**src/rtl/uart_rx.sv**
```systemverilog
// 8-bit UART receiver: idle-high line, one low start bit, eight data bits LSB
// first, stop bit high. The line is oversampled on baud_clk. Each bit is sampled
// at mid-cell, and received bytes go to the consumer over a valid/ready handshake.
`timescale 1ns/1ps
module uart_rx #(
  parameter int OVERSAMPLE  = 16,
  parameter int SYNC_STAGES = 2
) (
  input  logic       baud_clk,
  input  logic       rst,
  input  logic       rx_in,
  output logic [7:0] data_out,
  output logic       data_valid,
  input  logic       data_ready,
  output logic       frame_err,
  output logic       overrun,
  output logic       busy
);

  localparam int CW = $clog2(OVERSAMPLE);
  localparam logic [CW-1:0] MID  = CW'(OVERSAMPLE / 2 - 1);
  localparam logic [CW-1:0] LAST = CW'(OVERSAMPLE - 1);

  typedef enum logic [2:0] {
    IDLE  = 3'd0,
    START = 3'd1,
    DATA  = 3'd2,
    STOP  = 3'd3,
    BREAK = 3'd4
  } state_t;

  state_t                 state, state_next;
  logic [SYNC_STAGES-1:0] sync;
  logic                   rxs;
  logic [CW-1:0]          os_cnt;
  logic [2:0]             bit_cnt;
  logic [7:0]             shreg;

  logic os_clr, os_inc, bit_clr, shift, load, ferr_set;

  // rx_in synchroniser. Flops reset to the idle (high) line level.
  always_ff @(posedge baud_clk or posedge rst) begin
    if (rst) sync <= '1;
    else     sync <= {sync[SYNC_STAGES-2:0], rx_in};
  end

  assign rxs  = sync[SYNC_STAGES-1];
  assign busy = (state != IDLE);

  // State register.
  always_ff @(posedge baud_clk or posedge rst) begin
    if (rst) state <= IDLE;
    else     state <= state_next;
  end

  // Next-state logic and per-tick control strobes.
  always_comb begin
    state_next = state;
    os_clr     = 1'b0;
    os_inc     = 1'b0;
    bit_clr    = 1'b0;
    shift      = 1'b0;
    load       = 1'b0;
    ferr_set   = 1'b0;
    unique case (state)
      IDLE: begin
        if (!rxs) begin
          state_next = START;
          os_clr     = 1'b1;
        end
      end
      START: begin
        if (os_cnt == MID) begin
          os_clr  = 1'b1;
          bit_clr = 1'b1;
          // A line that is high again at mid start bit was a glitch.
          state_next = rxs ? IDLE : DATA;
        end else begin
          os_inc = 1'b1;
        end
      end
      DATA: begin
        if (os_cnt == LAST) begin
          os_clr = 1'b1;
          shift  = 1'b1;
          if (bit_cnt == 3'd7) state_next = STOP;
        end else begin
          os_inc = 1'b1;
        end
      end
      STOP: begin
        if (os_cnt == LAST) begin
          if (rxs) begin
            load       = 1'b1;
            state_next = IDLE;
          end else begin
            ferr_set   = 1'b1;
            state_next = BREAK;
          end
        end else begin
          os_inc = 1'b1;
        end
      end
      BREAK: begin
        // A low line reports one frame_err. The FSM waits here until the line goes high.
        if (rxs) state_next = IDLE;
      end
      default: state_next = IDLE;
    endcase
  end

  // Oversample tick counter and data-bit counter.
  always_ff @(posedge baud_clk or posedge rst) begin
    if (rst) begin
      os_cnt  <= '0;
      bit_cnt <= '0;
    end else begin
      if (os_clr)      os_cnt <= '0;
      else if (os_inc) os_cnt <= os_cnt + 1'b1;
      if (bit_clr)     bit_cnt <= '0;
      else if (shift)  bit_cnt <= bit_cnt + 1'b1;
    end
  end

  // Shift register. Bits enter at the MSB so the first (LSB) bit ends at bit 0.
  always_ff @(posedge baud_clk) begin
    if (shift) shreg <= {rxs, shreg[7:1]};
  end

  // Output byte, handshake and one-cycle error pulses.
  always_ff @(posedge baud_clk or posedge rst) begin
    if (rst) begin
      data_out   <= 8'h00;
      data_valid <= 1'b0;
      frame_err  <= 1'b0;
      overrun    <= 1'b0;
    end else begin
      frame_err <= ferr_set;
      overrun   <= load && data_valid && !data_ready;
      if (load) begin
        data_out   <= shreg;
        data_valid <= 1'b1;
      end else if (data_valid && data_ready) begin
        data_valid <= 1'b0;
      end
    end
  end

endmodule

```
**config.mk**
```make
export PLATFORM = sky130hd
export DESIGN_NAME = uart_rx
export DESIGN_NICKNAME = d
export VERILOG_FILES = /design/src/rtl/uart_rx.sv
export SDC_FILE = /design/constraint.sdc
export NUM_CORES = 1
export LEC_CHECK = 0
export ABC_CLOCK_PERIOD_IN_PS = 2600
export CORE_MARGIN = 3
export CORE_UTILIZATION = 40
export CTS_BUF_LIST = sky130_fd_sc_hd__clkbuf_16
export CTS_CLUSTER_SIZE = 8
export DETAILED_ROUTE_END_ITERATION = 10
export GPL_TIMING_DRIVEN = 0
export MAX_ROUTING_LAYER = met4
export SLEW_MARGIN = 20
export SYNTH_ARGS = -nofsm -noshare
export SYNTH_HDL_FRONTEND = slang
export SYNTH_SLANG_ARGS = --single-unit
```
**constraint.sdc**
```tcl
create_clock -name baud_clk -period 2.6 [get_ports baud_clk]
set_input_delay 0.52 -clock baud_clk [delete_from_list [all_inputs] [get_ports baud_clk]]
set_output_delay 0.52 -clock baud_clk [all_outputs]
set_load 0.02 [all_outputs]
```
# Word-level counts from Yosys, hierarchy flattened
# Cells that the tools add are included.
# word_totals
regBits,31
wordCells,64
input_bits,4
out_inout_bits,12
# op_classes
add_sub_neg,2
muxes,29
n_eq_ne,13
n_reduce_logical,11
# op_table
op,n
3-bit two-way mux,9
3-bit case mux with 5 select lines,1
1-bit two-way mux,14
"2-bit inequality test, second input constant",6
4-bit two-way mux,2
"3-bit by 2-bit equality test with 1-bit output, second input constant",2
"3-bit equality test, second input constant",2
6-bit AND reduction,1
2-bit nonzero test,3
"4-bit by 1-bit adder with 4-bit output, second input constant",1
"4-bit by 3-bit equality test with 1-bit output, second input constant",1
"4-bit equality test, second input constant",1
"3-bit by 1-bit adder with 3-bit output, second input constant",1
"3-bit by 1-bit equality test with 1-bit output, second input constant",1
1-bit logical AND,3
3-bit logical NOT,1
1-bit case mux with 3 select lines,1
3-bit nonzero test,1
2-bit two-way mux,1
1-bit case mux with 2 select lines,1
2-bit OR reduction,1
1-bit logical NOT,1

# Logic depth before layout (Yosys ltp)
# depth
ltp_word,5
ltp_mapped,5
ltp_nobuf,5

# Worst setup path after synthesis
# Ideal clock, no wire load.
# synth_timing
path_type,flip-flop to flip-flop
from,register os_cnt[0]
to,register bit_cnt[1]
setup_time_ps,141
arrival_time_ps,1690
required_time_ps,2459
path_slack_ps,769
n_path_buf,0
period_less_slack_ps,1831
path_stages_with_launch,6
path_cell_list,dfrtp_1 > ha_1 > nand2b_1 > nor4b_4 > mux2i_1 > nor2_1
# synth_via
elab_chain_cells,4
elab_cells_between_ends,8
# synth_lines
item,line_no,text
start: declaration,35,logic [CW-1:0] os_cnt;
start signal: assignment,119,else if (os_inc) os_cnt <= os_cnt + 1'b1;
4-bit equality test,83,if (os_cnt == LAST) begin
1-bit two-way mux,83,
1-bit two-way mux,65,unique case (state)
via shift,39,"logic os_clr, os_inc, bit_clr, shift, load, ferr_set;"
2-bit nonzero test (no line),n/a,
end signal: assignment,121,else if (shift) bit_cnt <= bit_cnt + 1'b1;
end: declaration,36,logic [2:0] bit_cnt;
# The timed path passes the listed nets, and every way through them passes these cells.
# A chain may end at the register's enable or synchronous reset.

# Worst setup path after layout
# layout_timing
from,register state[0]
to,output busy
# layout_via
elab_chain_cells,1
# layout_lines
item,line_no,text
start: declaration,32,"state_t state, state_next;"
start signal: assignment,53,else state <= state_next;
3-bit nonzero test,48,assign busy = (state != IDLE);
end: declaration,17,output logic busy
# Every way passes these cells.

==> impl_metrics.ini <==
[critical_path]
cp_max_fo = 9
cpPeakStageDelay_ns = 0.55
cp-startpoint = state[0]
start_kind = register
crit_slowest_cell = clkdlybuf4s50_1
rr_startpoint = os_cnt[0]
path_delay_family = buffers and inverters
worstPathRequired_ns = 2.08
path_buf_inv = 2
critPathArrivalTime_ns = 1.80
path_depth = 3
cp-end-kind = output port
r2r_cells = 5
path_cells = buf_6 > or3_2 > clkdlybuf4s50_1
worstSetupPathType = reg -> out

[min_path]
hold_start = sync[0]
holdPathStages = 0
hp-class = reg -> reg

[synthesis]
ys_async_sr_fraction_pct = 74.2
synthesis.area_um2 = 1350
synth.ff_latch_count = 31
synth_top_area_share_pct = 39.0
synthTopCellsByCount = 21 x dfrtp_1, 9 x nor2_1, 8 x edfxtp_1, 8 x mux2_2, 5 x nand2_1
avgSynthCellArea_um2 = 13.9
synthFlopType = dfrtp_1
ys_seq_area_share_pct = 60.8
yosysWarnings = 0
yosysMostFrequentCell = dfrtp_1
synthTopCellsByArea = dfrtp_1 39%, edfxtp_1 18%, mux2_2 6.7%, dfstp_2 3.9%, buf_6 3.3%
syn_nets = 104
synth_edf_count = 8
yosysTopAreaCell = dfrtp_1
synthDistinctLibCells = 34
synthCells = 97

[cts]
cts_resized = 0
cts_max_level = 2
cts_buffer_depth = 2
cts_setup_buffers = 0
cts_tree = yes
cts_root_buffer = clkbuf_16
worstSkewPairLatency_ns = 0.27
cts_inserted_buffers = 5
path_clk_slew_ns = 0.05
hold_buffers = 0
cts.sinks = 31

[power_and_ir_drop]
clkPwrFrac_pct = 30.2
intPower_mw = 1.23
pwr_density_cell_nw_per_um2 = 1050
switching_share_pct = 30.6
max-vdd-ir-drop_uv = 407
switchingPower_mw = 0.544
power.leakage_nw = 0.733
pwr-share-seq_pct = 36.3
p_comb_share_pct = 33.5

[finish]
final_cells = 164
diodes = 0
area_delta_synth_final_pct = 25.7
nNetsFinal = 126
drive_gt1_share_pct = 23.3

[global_routing]
grt_pass1_wl_um = 3730
antenna_found_initial = 0
grt_overflow_total = 0
grt_pass1_vias = 806
grt_start_max_net_pins = 24
track_usage_pct = 12.3

[sta]
worst_pin_slew_ns = 0.864
fin_crit_ns = 2.32
final-setup-viol-count = 0
fmax_ghz = 0.432
rsz0062_at_grt = no
fin_crit_sh_pct = 89.1
setup_ws_ns = 0.283
slew_viol_final = 0
max_slew_margin_pct = 42.3
hold_viol = 0
fin_skew_ns = 0.00337
tns_ns = 0

[floorplan]
dieWidth_um = 64.0
core_area_um2 = 3130
row_count = 20
die_h_um = 64.0
die_area_um2 = 4100
io_pins = 16
start_util_pct = 43.0

[drt]
drc = 0
viasPerCell = 4.93
vias = 809
dr.first_iter.drc_count = 19
wire_per_inst_um = 12.7
routed_wirelength_um = 2080
first_pass_iters = 4
drtAntennaViolNets = 0

[placement]
gp_congestion = 0.771
place.port_buffers = 15
place_hpwl_um = 1420
dp_cells = 156
place_ws_ns = 0.446

[job]
drv_cap = 0

[outcome]
status = completed
## state kept, by name, summed over array words and instances (netlist names)
signal,cells
sync,2
frame_err,1
overrun,1
shreg,8
bit_cnt,3
os_cnt,4
data_valid,1
data_out,8
state,3
## metrics by stage
step | utilization [%] | power (mW) | area (um^2) | hold slack [ns]
finish | 54.1 | 1.78 | 1690 | 0.355
global route | 54.1 | 1.89 | 1690 | 0.362
CTS | 54.1 | 1.80 | 1690 | 0.357
detailed placement | 49.6 | 1.25 | 1550 | 0.351
global placement | 49.6 | 1.23 | 1550 | 0.346
floorplan | - | 1.09 | 1350 | 0.345
## worst reg2reg max path, stage by stage (launching register included)
cell and delay (ns):
dfrtp_1 0.38, ha_1 0.33, nand2b_1 0.22, nor4b_4 0.78, mux2i_1 0.26, nor2_1 0.05
## per-layer routing
metal | up-vias | GRT usage (%) | wire length, um
li1 | 395 | - | -
met5 | - | - | 0
met4 | 0 | 5.66 | 18
met3 | 4 | 3.87 | 89
met1 | 393 | 14.7 | 987
met2 | 17 | 19.1 | 980
## final timing paths
kind	slack, ns	endpoint
setup / recovery	0.28	busy
hold / removal	0.35	sync[1]
setup reg to reg	0.44	bit_cnt[2]
hold reg to reg	0.35	sync[1]
max in group asynchronous	1.33	data_out[5]
min in group asynchronous	0.73	data_out[2]
## layout by cell type, fill, tap and decap left out, drive strengths merged, types with 2 or more instances in the layout
master         instances
dfrtp                 21
clkdlybuf4s50         15
nor2                   9
mux2                   8
edfxtp                 8
nand2                  6
clkbuf                 5
buf                    4
a21oi                  4
mux2i                  3
inv                    3
ha                     3
xnor2                  3
or3                    3
nand2b                 2
nand3                  2
o21ai                  2
clkinv                 2
dfstp                  2
## power groups by stage
stage | registers, mW | clock network [mW] | logic [mW]
2_1_floorplan | 0.692 | 0 | 0.399
6_report | 0.645 | 0.536 | 0.595
3_3_place_gp | 0.648 | 0 | 0.585
3_5_place_dp | 0.654 | 0 | 0.599
4_1_cts | 0.646 | 0.553 | 0.602
5_1_grt | 0.657 | 0.579 | 0.653
## area by class of cell
| type | instances | area [um^2] |
|---|---|---|
| clock inverter | 3 | 15.0 |
| clock buffer | 5 | 125 |
| fill | 267 | 1440 |
| buffer | 4 | 45.0 |
| sequential | 31 | 818 |
| tap | 44 | 55.1 |
| inverter | 3 | 11.3 |
| timing repair buffer | 15 | 150 |
| multi-input combinational | 59 | 472 |
## logic make-up after synthesis
kind of cell,Yosys count,synth area share [%]
mux,11,8.92
xor+xnor,3,2.51
buf+inv,7,4.18
fa+ha+maj,3,2.79
flops,31,60.8
simple gates,29,12.5
compound gates,13,8.27
Power figures use the tool's default switching activity.
